[src/rtl/sid_spi_pkg.sv]
// Shared types and constants for the SID voice-register SPI write path.
// Frame layout, register map and the master's state encoding.
package sid_spi_pkg;

    localparam int FRAME_W = 16;
    localparam int ADDR_W  = 8;
    localparam int DATA_W  = 8;

    localparam logic [ADDR_W-1:0] REG_FREQ_LO  = 8'h00;
    localparam logic [ADDR_W-1:0] REG_FREQ_HI  = 8'h01;
    localparam logic [ADDR_W-1:0] REG_DUR_LO   = 8'h02;
    localparam logic [ADDR_W-1:0] REG_DUR_HI   = 8'h03;
    localparam logic [ADDR_W-1:0] REG_ATTACK   = 8'h04;
    localparam logic [ADDR_W-1:0] REG_SUSTAIN  = 8'h05;
    localparam logic [ADDR_W-1:0] REG_WAVEFORM = 8'h06;

    typedef enum logic [2:0] {
        IDLE,
        SETUP,
        LO,
        HI,
        HOLD,
        GAP
    } state_e;

endpackage

[src/rtl/spi_reg_master_if.sv]
// Request-side bundle of the SPI register master: write handshake
// plus the busy / frame_done status flags.
interface spi_reg_master_if;
    import sid_spi_pkg::*;

    logic              req_valid;
    logic [ADDR_W-1:0] req_addr;
    logic [DATA_W-1:0] req_data;
    logic              req_ready;
    logic              busy;
    logic              frame_done;

    modport master (
        output req_valid, req_addr, req_data,
        input  req_ready, busy, frame_done
    );

    modport slave (
        input  req_valid, req_addr, req_data,
        output req_ready, busy, frame_done
    );

endinterface

[src/rtl/spi_reg_master.sv]
// SPI mode-0 master writing {addr,data} frames into the SID register bank.
// Every edge is held for whole clk cycles so a synchronising slave sees it.
module spi_reg_master
    import sid_spi_pkg::*;
#(
    parameter int CLK_DIV  = 4,
    parameter int CS_SETUP = 2,
    parameter int CS_HOLD  = 2,
    parameter int CS_GAP   = 4
) (
    input  logic             clk,
    input  logic             rst,
    spi_reg_master_if.slave  req,
    output logic             spi_clk_o,
    output logic             spi_cs_n_o,
    output logic             spi_mosi_o
);

    localparam int CNT_W = 8;

    localparam logic [CNT_W-1:0] DIV_LD   = CNT_W'(CLK_DIV - 1);
    localparam logic [CNT_W-1:0] SETUP_LD = CNT_W'(CS_SETUP - 1);
    localparam logic [CNT_W-1:0] HOLD_LD  = CNT_W'(CS_HOLD - 1);
    localparam logic [CNT_W-1:0] GAP_LD   = CNT_W'(CS_GAP - 1);

    // Phase counter is 8 bits wide; out-of-range values would wrap it.
    if (CLK_DIV < 4 || CLK_DIV > 256) begin : g_bad_div
        $error("CLK_DIV must be in 4..256");
    end
    if (CS_SETUP < 1 || CS_SETUP > 256) begin : g_bad_setup
        $error("CS_SETUP must be in 1..256");
    end
    if (CS_HOLD < 1 || CS_HOLD > 256) begin : g_bad_hold
        $error("CS_HOLD must be in 1..256");
    end
    if (CS_GAP < 1 || CS_GAP > 256) begin : g_bad_gap
        $error("CS_GAP must be in 1..256");
    end

    state_e             state_q;
    logic [CNT_W-1:0]   cnt_q;
    logic [3:0]         idx_q;
    // Bit 15 goes straight to mosi at accept, so only 15 bits are kept.
    logic [FRAME_W-2:0] shift_q;
    logic               ready_q;
    logic               busy_q;
    logic               done_q;
    logic               sclk_q;
    logic               cs_n_q;
    logic               mosi_q;

    assign req.req_ready  = ready_q;
    assign req.busy       = busy_q;
    assign req.frame_done = done_q;
    assign spi_clk_o      = sclk_q;
    assign spi_cs_n_o     = cs_n_q;
    assign spi_mosi_o     = mosi_q;

    // Frame sequencer: all pins and status flags are registered here.
    always_ff @(posedge clk) begin
        if (rst) begin
            state_q <= IDLE;
            cnt_q   <= '0;
            idx_q   <= 4'hF;
            shift_q <= '0;
            ready_q <= 1'b0;
            busy_q  <= 1'b0;
            done_q  <= 1'b0;
            sclk_q  <= 1'b0;
            cs_n_q  <= 1'b1;
            mosi_q  <= 1'b0;
        end else begin
            done_q <= 1'b0;
            unique case (state_q)
                IDLE: begin
                    ready_q <= 1'b1;
                    if (ready_q && req.req_valid) begin
                        shift_q <= {req.req_addr[ADDR_W-2:0], req.req_data};
                        mosi_q  <= req.req_addr[ADDR_W-1];
                        cs_n_q  <= 1'b0;
                        busy_q  <= 1'b1;
                        ready_q <= 1'b0;
                        idx_q   <= 4'hF;
                        cnt_q   <= SETUP_LD;
                        state_q <= SETUP;
                    end
                end
                SETUP: begin
                    if (cnt_q == '0) begin
                        cnt_q   <= DIV_LD;
                        state_q <= LO;
                    end else begin
                        cnt_q <= cnt_q - 1'b1;
                    end
                end
                LO: begin
                    if (cnt_q == '0) begin
                        sclk_q  <= 1'b1;
                        cnt_q   <= DIV_LD;
                        state_q <= HI;
                    end else begin
                        cnt_q <= cnt_q - 1'b1;
                    end
                end
                HI: begin
                    if (cnt_q == '0) begin
                        sclk_q <= 1'b0;
                        if (idx_q == 4'd0) begin
                            cnt_q   <= HOLD_LD;
                            state_q <= HOLD;
                        end else begin
                            // mosi moves on the same edge sclk falls.
                            idx_q   <= idx_q - 1'b1;
                            mosi_q  <= shift_q[FRAME_W-2];
                            shift_q <= {shift_q[FRAME_W-3:0], 1'b0};
                            cnt_q   <= DIV_LD;
                            state_q <= LO;
                        end
                    end else begin
                        cnt_q <= cnt_q - 1'b1;
                    end
                end
                HOLD: begin
                    if (cnt_q == '0) begin
                        cs_n_q  <= 1'b1;
                        mosi_q  <= 1'b0;
                        done_q  <= 1'b1;
                        cnt_q   <= GAP_LD;
                        state_q <= GAP;
                    end else begin
                        cnt_q <= cnt_q - 1'b1;
                    end
                end
                GAP: begin
                    if (cnt_q == '0) begin
                        busy_q  <= 1'b0;
                        ready_q <= 1'b1;
                        state_q <= IDLE;
                    end else begin
                        cnt_q <= cnt_q - 1'b1;
                    end
                end
                default: state_q <= IDLE;
            endcase
        end
    end

endmodule
[src/flat_wrapper.sv]
// flat-port wrapper written by rule: the top's interface ports become plain ports
module spi_reg_master_flat import sid_spi_pkg::*;
#(
    parameter int CLK_DIV  = 4,
    parameter int CS_SETUP = 2,
    parameter int CS_HOLD  = 2,
    parameter int CS_GAP   = 4
)
  (clk, rst, spi_clk_o, spi_cs_n_o, spi_mosi_o, req_req_valid, req_req_addr, req_req_data, req_req_ready, req_busy, req_frame_done);
  spi_reg_master_if req_i ();
  input  logic clk;
  input  logic rst;
  output logic spi_clk_o;
  output logic spi_cs_n_o;
  output logic spi_mosi_o;
  input wire logic [$bits(req_i.req_valid)-1:0] req_req_valid;
  input wire logic [$bits(req_i.req_addr)-1:0] req_req_addr;
  input wire logic [$bits(req_i.req_data)-1:0] req_req_data;
  output wire logic [$bits(req_i.req_ready)-1:0] req_req_ready;
  output wire logic [$bits(req_i.busy)-1:0] req_busy;
  output wire logic [$bits(req_i.frame_done)-1:0] req_frame_done;
  assign req_i.req_valid = req_req_valid;
  assign req_i.req_addr = req_req_addr;
  assign req_i.req_data = req_req_data;
  assign req_req_ready = req_i.req_ready;
  assign req_busy = req_i.busy;
  assign req_frame_done = req_i.frame_done;
  spi_reg_master #(.CLK_DIV(CLK_DIV), .CS_SETUP(CS_SETUP), .CS_HOLD(CS_HOLD), .CS_GAP(CS_GAP)) u_core (.clk(clk), .rst(rst), .req(req_i), .spi_clk_o(spi_clk_o), .spi_cs_n_o(spi_cs_n_o), .spi_mosi_o(spi_mosi_o));
endmodule
[config.mk]
export PLATFORM = sky130hd
export DESIGN_NAME = spi_reg_master_flat
export DESIGN_NICKNAME = d
export VERILOG_FILES = /design/src/rtl/sid_spi_pkg.sv /design/src/rtl/spi_reg_master_if.sv /design/src/rtl/spi_reg_master.sv /design/src/flat_wrapper.sv
export SDC_FILE = /design/constraint.sdc
export NUM_CORES = 1
export LEC_CHECK = 0
export ABC_AREA = 1
export BUFFER_PORTS_ARGS = -buffer_cell sky130_fd_sc_hd__buf_2
export CAP_MARGIN = 10
export CELL_PAD_IN_SITES_DETAIL_PLACEMENT = 1
export CELL_PAD_IN_SITES_GLOBAL_PLACEMENT = 1
export CORE_UTILIZATION = 44
export CTS_CLUSTER_SIZE = 20
export DETAILED_ROUTE_END_ITERATION = 10
export HOLD_SLACK_MARGIN = 0.02
export PLACE_DENSITY_LB_ADDON = 0.1
export REMOVE_ABC_BUFFERS = 1
export SLEW_MARGIN = 40
export SYNTH_ARGS = -nofsm -noshare
export SYNTH_HDL_FRONTEND = slang
export SYNTH_SLANG_ARGS = --single-unit
[constraint.sdc]
create_clock -name clk -period 4.4 [get_ports clk]
set_input_delay 0.22 -clock clk [delete_from_list [all_inputs] [get_ports clk]]
set_output_delay 0.22 -clock clk [all_outputs]
set_load 0.02 [all_outputs]
==> impl_metrics.py, run 1 <==
metrics = {
    "hold_path": {
        "min_path_cells": 3,
        "hold_start": "req_req_data[0]",
        "hp-class": "primary input to register",
        "holdPathEnd": "u_core.shift_q[0]",
    },
    "setup_path": {
        "cp.required_ns": 4.58,
        "cp.arrival_ns": 2.02,
        "endpoint_kind": "register",
        "reg2reg_slack_ns": 2.57,
        "cp-start-kind": "register",
        "ff2ff_path_depth": 9,
        "crit_path_frequent_cell": "nand2_1",
        "worstReg2RegStart": "u_core.cnt_q[0]",
        "cpPeakStageDelay_ns": 0.32,
        "crit_fanout": 21,
        "crit_path_cell_trace": "inv_1 -> ha_1 -> nand2_2 -> o21ai_4 -> nand3_4 -> inv_6 -> nand2_1 -> nand2_1 -> nand3_1",
        "crit_type": "register to register",
        "cp_slowest_cell": "dfxtp_1",
        "r2r-end": "u_core.idx_q[2]",
        "cp.buffers_inverters": 2,
        "cp_top_family": "simple AND/OR/NAND/NOR gates",
    },
    "clock_tree": {
        "clock_path_buffers": 2,
        "cts_made_buffers": 5,
        "cts_root_buffer": "clkbuf_8",
        "post_cts_resized": 0,
        "clock_sinks": 36,
        "htreeDepth": 2,
        "clkLatencyLatePin_ns": 0.29,
        "path_clk_slew_ns": 0.07,
        "cts_hold_buf": 0,
        "cts_tree": "built",
        "post_cts_buffers": 0,
    },
    "pwr": {
        "combPwrFrac_pct": 49.1,
        "ir_worst_vdd_mv": 0.300,
        "p_int_w": 0.000755,
        "powerDensity_nw_per_um2": 633,
        "swShare_pct": 46.8,
        "switchingPower_w": 0.000664,
        "p_leak_nw": 1.05,
        "power_frac_clock_pct": 17.4,
        "p_seq_share_pct": 33.6,
    },
    "die": {
        "coreArea_um2": 4410,
        "design.portCount": 25,
        "initial_core_util_pct": 46.1,
        "die_w_um": 70,
        "die_y_um": 70,
        "dieArea_um2": 4900,
        "rows": 24,
    },
    "run_status": {
        "status": "complete, no violations",
    },
    "placed_design": {
        "io_buffers": 24,
        "dp_hpwl_mm": 3.48,
        "dp_slack_ns": 2.56,
        "place_congestion": 0.785,
    },
    "global_route": {
        "grt.overflow.total": 0,
        "grt_max_degree": 24,
        "grt_pass1_wl_mm": 8.35,
        "grt_pass1_vias": 1863,
        "antenna_found_initial": 0,
        "track_usage_pct": 21.3,
    },
    "sta": {
        "finClkSkew_ns": 0.00413,
        "min_period_ns": 1.83,
        "rsz0062_at_grt": "no",
        "fmax_mhz": 546,
        "holdWs_ns": 0.177,
        "worst_pin_slew_ns": 0.562,
        "final.period_utilization_pct": 41.7,
        "slew_viol_final": 0,
        "fin_setup_tns_ns": 0,
        "setup_slack_ns": 2.57,
        "hold_viol_final": 0,
        "relSlewSlack_pct": 62.5,
        "finalSetupViolCount": 0,
    },
    "layout": {
        "nets": 332,
        "final_cell_mix": "97 x nand2_1, 36 x dfxtp_1, 24 x buf_2, 23 x nor2_1",
        "n_fill_cell": 605,
        "antennaDiodeCount": 0,
        "drive_gt1_share_pct": 25.3,
        "layout_commonest_cell": "nand2_1",
        "area_growth_pct": 10.1,
    },
    "synth": {
        "synth-edff-count": 0,
        "syn_area_per_cell_um2": 7.09,
        "async_reset_ff_share_pct": 0,
        "synth_cell_types": 33,
        "yosysWarningCount": 0,
        "synthFlopType": "dfxtp_1",
        "ys_ff_latch": 36,
        "ys_seq_area_share_pct": 35.4,
        "synthesis.area_um2": 2030,
        "netlist_instances": 287,
    },
    "flow_run": {
        "cap_violations": 0,
    },
    "detailed_routing": {
        "avgRoutedWirePerCell_um": 13.0,
        "drt-initial-drc-count": 61,
        "num_vias": 1820,
        "ant_nets": 0,
        "drc": 0,
        "viasPerCell": 5.00,
        "drt-total-wl_mm": 4.74,
        "first_pass_iters": 4,
    },
}
area by class of cell:
| class | count | area (um2) | area share, % |
|---|---|---|---|
| Multi-Input combinational cell | 216 | 1120 | 50.0 |
| Sequential cell | 36 | 721 | 32.2 |
| Inverter | 28 | 121 | 5.42 |
| Timing Repair Buffer | 24 | 120 | 5.36 |
| Clock buffer | 6 | 82.6 | 3.69 |
| Tap cell | 52 | 65.1 | 2.90 |
| Clock inverter | 2 | 10.0 | 0.447 |
worst max path at each step:
| stage | from | endpoint | depth (start not counted) |
|---|---|---|---|
| final | u_core.cnt_q[0] | u_core.idx_q[2] | 9 |
| after global routing | u_core.cnt_q[0] | u_core.idx_q[2] | 9 |
| after CTS | u_core.cnt_q[0] | u_core.idx_q[2] | 9 |
| after detailed placement | u_core.cnt_q[0] | u_core.idx_q[2] | 9 |
| after global placement | u_core.cnt_q[0] | u_core.idx_q[2] | 9 |
| after floorplan | u_core.cnt_q[0] | u_core.idx_q[2] | 9 |
worst reg2reg max path: cells and delay by family, from the launching register on:
kind,cells,cell delay (ns)
fa+ha+maj,1,0.21
buf+inv,2,0.38
simple gates,5,0.60
flops,1,0.32
compound gates,1,0.22
metrics by stage:
step | instance area [um2] | utilization, % | power (W) | std cells
floorplan | 1960 | - | 0.00102 | 280
finish | 2240 | 50.8 | 0.00142 | 364
CTS | 2240 | 50.8 | 0.00143 | 364
global placement | 2150 | 48.7 | 0.00117 | 356
detailed placement | 2150 | 48.7 | 0.00118 | 356
global route | 2240 | 50.8 | 0.00154 | 364
sequential cells by signal, indices dropped and copies added (netlist names), 3 cells and up:
signal          cells
u_core.idx_q        4
u_core.cnt_q        8
u_core.shift_q     15
u_core.state_q      3
Yosys cell counts, types with 3 or more instances:
cell / number / share of area, %
a21oi_1: 20 / 4.9
a21oi_2: 9 / 3.9
dfxtp_1: 36 / 35
inv_1: 20 / 3.7
inv_2: 4 / 0.74
nand2_1: 97 / 18
nand2_2: 19 / 5.8
nand3_1: 17 / 4.2
nor2_1: 23 / 4.2
nor2_4: 3 / 1.7
nor3_1: 3 / 0.74
o21ai_0: 5 / 1.2
power by group through the flow:
stage | combinational [W] | clock (W) | sequential [W]
6_report | 0.000696 | 0.000246 | 0.000477
5_1_grt | 0.000782 | 0.000267 | 0.000488
4_1_cts | 0.000700 | 0.000256 | 0.000477
3_5_place_dp | 0.000696 | 0 | 0.000484
3_3_place_gp | 0.000685 | 0 | 0.000482
2_1_floorplan | 0.000532 | 0 | 0.000484
cell families (layout without fill, tap and decap cells):
| kind of cell | Yosys count | count (layout) | share of synthesized area [%] |
|---|---|---|---|
| AOI/OAI and AO/OA | 39 | 39 | 12.3 |
| xor gates and xnor gates | 2 | 2 | 0.861 |
| adders and majority gates | 2 | 2 | 1.23 |
| buffers and inverters | 35 | 60 | 9.47 |
| DFF | 36 | 36 | 35.4 |
| and+or+nand+nor | 173 | 173 | 40.7 |
routing by layer:
metal | vias up | share of wire, % | track usage [%]
met3 | 5 | 2.7 | 3.61
met1 | 839 | 51 | 28.0
li1 | 953 | - | -
met2 | 23 | 45 | 34.7
met4 | 0 | 1.3 | 8.67
met5 | - | 0 | 0
(Power assumes the default switching activity.)
==> run 2, diff against run 1 <==
--- a/config.mk
+++ b/config.mk
@@ -10,7 +10,7 @@
 export CAP_MARGIN = 10
 export CELL_PAD_IN_SITES_DETAIL_PLACEMENT = 1
 export CELL_PAD_IN_SITES_GLOBAL_PLACEMENT = 1
-export CORE_UTILIZATION = 44
+export CORE_UTILIZATION = 41
 export CTS_CLUSTER_SIZE = 20
 export DETAILED_ROUTE_END_ITERATION = 10
 export HOLD_SLACK_MARGIN = 0.02
==> constraint.sdc (replaced) <==
create_clock -name clk -period 1.8 [get_ports clk]
set_input_delay 0.09 -clock clk [delete_from_list [all_inputs] [get_ports clk]]
set_output_delay 0.09 -clock clk [all_outputs]
set_load 0.02 [all_outputs]
==> run 2 against run 1 <==
Sequential share of layout area down 0.82 points. Wire length grew 6.7%. Via count grew 1.9%. Hold slack got worse by 0.12 ns. Design area increased by 2.6%. Critical path type unchanged. Largest power group unchanged. Highest routed layer unchanged.
==> impl_metrics.py, run 2 (synthesis results as in run 1) <==
metrics = {
    "clock_tree": {
        "clkLatencyLatePin_ns": 0.29,
        "htreeDepth": 2,
        "clock_sinks": 36,
        "cts_hold_buf": 0,
        "cts_tree": "built",
        "cts_root_buffer": "clkbuf_8",
        "path_clk_slew_ns": 0.08,
        "clock_path_buffers": 2,
        "cts_made_buffers": 5,
    },
    "pwr": {
        "switchingPower_w": 0.00165,
        "p_seq_share_pct": 33.0,
        "powerDensity_nw_per_um2": 1540,
        "p_leak_nw": 1.07,
        "p_int_w": 0.00188,
        "report.power.total_w": 0.00353,
        "swShare_pct": 46.8,
        "combPwrFrac_pct": 50.4,
        "power_frac_clock_pct": 16.6,
        "ir_worst_vdd_mv": 0.475,
    },
    "detailed_routing": {
        "avgRoutedWirePerCell_um": 13.1,
        "viasPerCell": 4.82,
        "drc": 0,
        "drt-total-wl_mm": 5.06,
        "first_pass_iters": 4,
        "num_vias": 1855,
        "drt-initial-drc-count": 45,
        "ant_nets": 0,
    },
    "sta": {
        "hold_viol_final": 0,
        "fmax_mhz": 606,
        "rsz0062_at_grt": "no",
        "finalSetupViolCount": 0,
        "setup_slack_ns": 0.150,
        "fin_setup_tns_ns": 0,
        "relSlewSlack_pct": 79.6,
        "min_period_ns": 1.65,
        "worst_pin_slew_ns": 0.302,
        "slew_viol_final": 0,
        "finClkSkew_ns": 0.00420,
        "final.period_utilization_pct": 91.7,
    },
    "setup_path": {
        "crit_path_cell_trace": "nand2_2 -> clkinv_2 -> nand2_8 -> inv_8 -> nand2_4 -> nand3_4 -> buf_4 -> nor2_1 -> nand2_1 -> nand3_1",
        "worstReg2RegStart": "u_core.state_q[1]",
        "crit_fanout": 19,
        "cp.arrival_ns": 1.83,
        "r2r-end": "u_core.idx_q[3]",
        "ff2ff_path_depth": 10,
        "cp.required_ns": 1.98,
        "crit_end": "u_core.idx_q[3]",
        "cpPeakStageDelay_ns": 0.50,
        "cp-start-kind": "register",
        "reg2reg_slack_ns": 0.15,
        "crit_type": "register to register",
        "endpoint_kind": "register",
        "cp-startpoint": "u_core.state_q[1]",
        "cp_slowest_cell": "dfxtp_1",
    },
    "die": {
        "rows": 25,
        "dieArea_um2": 5250,
        "initial_core_util_pct": 42.8,
        "die_y_um": 72.4,
        "die_w_um": 72.4,
        "coreArea_um2": 4750,
        "design.portCount": 25,
    },
    "layout": {
        "n_fill_cell": 653,
        "stdcell_area_um2": 2300,
        "largest-register": "u_core.shift_q",
        "multi_input_area_um2": 1120,
        "nets": 338,
        "largest_reg_flops": 15,
        "antennaDiodeCount": 0,
        "post-route-util_pct": 48.4,
        "area_growth_pct": 13.0,
        "top_regs": "u_core.shift_q x15, u_core.cnt_q x8, u_core.idx_q x4",
        "regArea_um2": 721,
        "drive_gt1_share_pct": 26.7,
        "layout_commonest_cell": "nand2_1",
        "final_cell_mix": "97 x nand2_1, 36 x dfxtp_1, 24 x buf_2, 23 x nor2_1",
    },
    "global_route": {
        "grt_pass1_wl_mm": 8.54,
        "antenna_found_initial": 0,
        "grt_max_degree": 23,
        "grt.overflow.total": 0,
        "track_usage_pct": 21.4,
        "grt_pass1_vias": 1798,
    },
    "hold_path": {
        "hp-class": "primary input to register",
    },
    "flow_run": {
        "cap_violations": 0,
    },
    "placed_design": {
        "io_buffers": 24,
        "dp_slack_ns": 0.140,
        "placed_cell_area_um2": 2200,
        "dp_hpwl_mm": 3.67,
        "place_congestion": 0.743,
    },
    "run_status": {
        "status": "complete, no violations",
    },
}
[run 2: stage by stage]
step / hold WS, ns / cells
after floorplan: 0.152 / 280
after global placement: 0.358 / 376
after detailed placement: 0.365 / 376
after CTS: 0.0482 / 384
after global routing: 0.0559 / 385
final: 0.0528 / 385
[run 2: cell type report]
type	count	area share [%]
tap	67	3.65
clock inverter	3	0.816
clock buffer	5	2.99
inverter	28	5.28
multi-input combinational	216	48.7
timing repair buffer	30	7.18
sequential	36	31.3
[run 2: worst min path at each step]
stage | cells past startpoint | slack [ns] | from | endpoint
final | 3 | 0.05 | req_req_data[0] | u_core.shift_q[0]
after floorplan | 1 | 0.15 | rst | u_core.shift_q[10]
after global placement | 3 | 0.36 | req_req_data[0] | u_core.shift_q[0]
after detailed placement | 3 | 0.36 | req_req_data[0] | u_core.shift_q[0]
after CTS | 3 | 0.05 | req_req_data[0] | u_core.shift_q[0]
after global routing | 3 | 0.06 | req_req_data[0] | u_core.shift_q[0]
[run 2: metal layers]
layer	global-route usage, %	vias up	share of wire (%)
li1	-	964	-
met1	25.6	859	44
met2	37.7	23	51
met3	4.58	9	2.9
met4	7.41	0	1.9
met5	0	-	0
[run 2: power by group through the flow]
stage          Combinational [W]  Clock (W)  Sequential [W]
2_1_floorplan            0.00130          0         0.00118
3_3_place_gp             0.00170          0         0.00118
3_5_place_dp             0.00173          0         0.00118
4_1_cts                  0.00175   0.000601         0.00117
5_1_grt                  0.00200   0.000639         0.00119
6_report                 0.00178   0.000587         0.00117
[run 2: worst max-delay path: cells and delay by family, from the launching register on]
| kind | cells | cell delay, ns |
|---|---|---|
| buffers and inverters | 3 | 0.45 |
| DFF | 1 | 0.50 |
| and+or+nand+nor | 7 | 0.58 |
[run 2: repair_timing]
action | 4_1_cts | 5_1_grt
resized for setup | 0 | 0
setup buffers | 0 | 1
setup endpoints to repair | 0 | 1
hold endpoints to repair | 0 | 0
==> run 3, diff against run 2 <==
==> constraint.sdc (replaced) <==
create_clock -name clk -period 1.8 [get_ports clk]
set_input_delay 0 -clock clk [delete_from_list [all_inputs] [get_ports clk]]
set_output_delay 0 -clock clk [all_outputs]
set_load 0.02 [all_outputs]
==> run 3 against run 2 <==
Core utilization increased by 0.21 points. Maximum frequency about the same. Combinational power about the same. First-iteration DRC count decreased by 2.2%. Setup slack about the same. Cell count increased by 0.26%. Register-to-register slack about the same. Design area increased by 0.44%. Via count decreased by 0.16%.
==> impl_metrics.py, run 3 (synthesis results as in run 1) <==
metrics = {
    "run_status": {
        "status": "complete, no violations",
    },
    "layout": {
        "largest_reg_flops": 15,
        "n_fill_cell": 653,
        "final_cell_mix": "97 x nand2_1, 36 x dfxtp_1, 24 x buf_2, 23 x nor2_1",
        "largest-register": "u_core.shift_q",
        "area_growth_pct": 13.5,
        "layout_commonest_cell": "nand2_1",
        "drive_gt1_share_pct": 26.6,
        "antennaDiodeCount": 0,
        "nets": 339,
        "top_regs": "u_core.shift_q x15, u_core.cnt_q x8, u_core.idx_q x4",
    },
    "sta": {
        "min_period_ns": 1.65,
        "rsz0062_at_grt": "no",
        "finalSetupViolCount": 0,
        "finClkSkew_ns": 0.00408,
        "slew_viol_final": 0,
        "fmax_mhz": 606,
        "worst_pin_slew_ns": 0.312,
        "hold_viol_final": 0,
        "setup_slack_ns": 0.150,
        "fin_setup_tns_ns": 0,
        "relSlewSlack_pct": 79.2,
        "final.period_utilization_pct": 91.7,
    },
    "setup_path": {
        "cp.required_ns": 1.98,
        "cp-start-kind": "register",
        "crit_path_cell_trace": "nand2_2 -> clkinv_2 -> nand2_8 -> inv_8 -> nand2_4 -> nand3_4 -> buf_4 -> nor2_1 -> nand2_1 -> nand3_1",
        "cp_slowest_cell": "dfxtp_1",
        "cpPeakStageDelay_ns": 0.49,
        "cp.arrival_ns": 1.83,
        "crit_fanout": 19,
        "cp_top_family": "simple AND/OR/NAND/NOR gates",
        "cp.buffers_inverters": 3,
        "crit_type": "register to register",
        "endpoint_kind": "register",
    },
    "pwr": {
        "switchingPower_w": 0.00165,
        "ir_worst_vdd_mv": 0.472,
        "swShare_pct": 46.7,
        "combPwrFrac_pct": 50.4,
        "power_frac_clock_pct": 16.5,
        "p_leak_nw": 1.08,
        "p_seq_share_pct": 33.1,
        "powerDensity_nw_per_um2": 1530,
        "p_int_w": 0.00188,
    },
    "detailed_routing": {
        "first_pass_iters": 4,
        "drc": 0,
        "viasPerCell": 4.80,
        "num_vias": 1852,
        "drt-total-wl_mm": 5.07,
        "ant_nets": 0,
        "avgRoutedWirePerCell_um": 13.1,
        "drt-initial-drc-count": 44,
    },
    "global_route": {
        "grt.overflow.total": 0,
        "grt_pass1_vias": 1824,
        "antenna_found_initial": 0,
        "grt_max_degree": 23,
        "grt_pass1_wl_mm": 8.57,
        "track_usage_pct": 21.4,
    },
    "die": {
        "die_y_um": 72.4,
        "die_w_um": 72.4,
        "rows": 25,
        "initial_core_util_pct": 42.8,
        "coreArea_um2": 4750,
        "design.portCount": 25,
        "dieArea_um2": 5250,
    },
    "clock_tree": {
        "clock_path_buffers": 2,
        "path_clk_slew_ns": 0.08,
        "cts_tree": "built",
        "htreeDepth": 2,
        "cts_made_buffers": 5,
        "cts_root_buffer": "clkbuf_8",
        "clkLatencyLatePin_ns": 0.29,
        "clock_sinks": 36,
    },
    "placed_design": {
        "dp_slack_ns": 0.140,
        "dp_hpwl_mm": 3.67,
        "place_congestion": 0.743,
        "io_buffers": 24,
    },
    "flow_run": {
        "cap_violations": 0,
    },
    "hold_path": {
        "hp-class": "primary input to register",
    },
}
-- run 3: changes by cell type in the layout (fill, tap and decap cells not counted), sizes merged --
| cell | change |
|---|---|
| dlygate4sd3 | +1 |
-- run 3: layout make-up --
type / count / area (um2) / share of cell area, %
Inverter: 28 / 121 / 5.25
Clock buffer: 5 / 68.8 / 2.98
Tap cell: 67 / 83.8 / 3.63
Timing Repair Buffer: 31 / 175 / 7.58
Clock inverter: 3 / 18.8 / 0.813
Multi-Input combinational cell: 216 / 1120 / 48.5
Sequential cell: 36 / 721 / 31.2
-- run 3: final timing paths --
path | startpoint | endpoint | slack, ns | cells after the start
max | u_core.state_q[1] | u_core.idx_q[3] | 0.15 | 10
min | req_req_data[7] | u_core.shift_q[7] | 0.05 | 5
max reg2reg | u_core.state_q[1] | u_core.idx_q[3] | 0.15 | 10
min reg2reg | u_core.spi_clk_o | u_core.spi_clk_o | 0.44 | 2
-- run 3: power groups by stage --
| stage | registers (W) | clock network, W | logic (W) |
|---|---|---|---|
| floorplan | 0.00118 | 0 | 0.00130 |
| global placement | 0.00118 | 0 | 0.00170 |
| detailed placement | 0.00118 | 0 | 0.00173 |
| CTS | 0.00117 | 0.000601 | 0.00175 |
| global route | 0.00119 | 0.000639 | 0.00200 |
| finish | 0.00117 | 0.000583 | 0.00178 |
-- run 3: metrics by stage --
stage / hold WS (ns) / util (%) / power (W) / instances / cell area, um2
2_1_floorplan: 0.0624 / - / 0.00248 / 280 / 1960
6_report: 0.0456 / 48.6 / 0.00353 / 386 / 2310
3_3_place_gp: 0.268 / 46.4 / 0.00288 / 376 / 2200
4_1_cts: 0.0416 / 48.4 / 0.00352 / 385 / 2300
5_1_grt: 0.0639 / 48.6 / 0.00383 / 386 / 2310
3_5_place_dp: 0.275 / 46.4 / 0.00291 / 376 / 2200
-- run 3: timing repair --
| item | in CTS | in global routing |
|---|---|---|
| endpoints found under the hold margin | 1 | 0 |
| setup buffers | 0 | 1 |
| hold buffers | 1 | 0 |
| gates resized for setup | 0 | 0 |
| setup endpoints to repair | 0 | 1 |
-- run 3: worst min-delay path, stage by stage --
cell and delay [ns]:
buf_2 0.10, nand2_1 0.05, nand2_1 0.04, nand2_1 0.05, a21oi_1 0.05
-- run 3: routing by layer --
metal  up-vias  global-route usage, %  wire, um
li1        967                      -         -
met3         9                   4.58       148
met2        23                   37.9      2560
met5         -                      0         0
met1       853                   25.5      2270
met4         0                   7.41        94
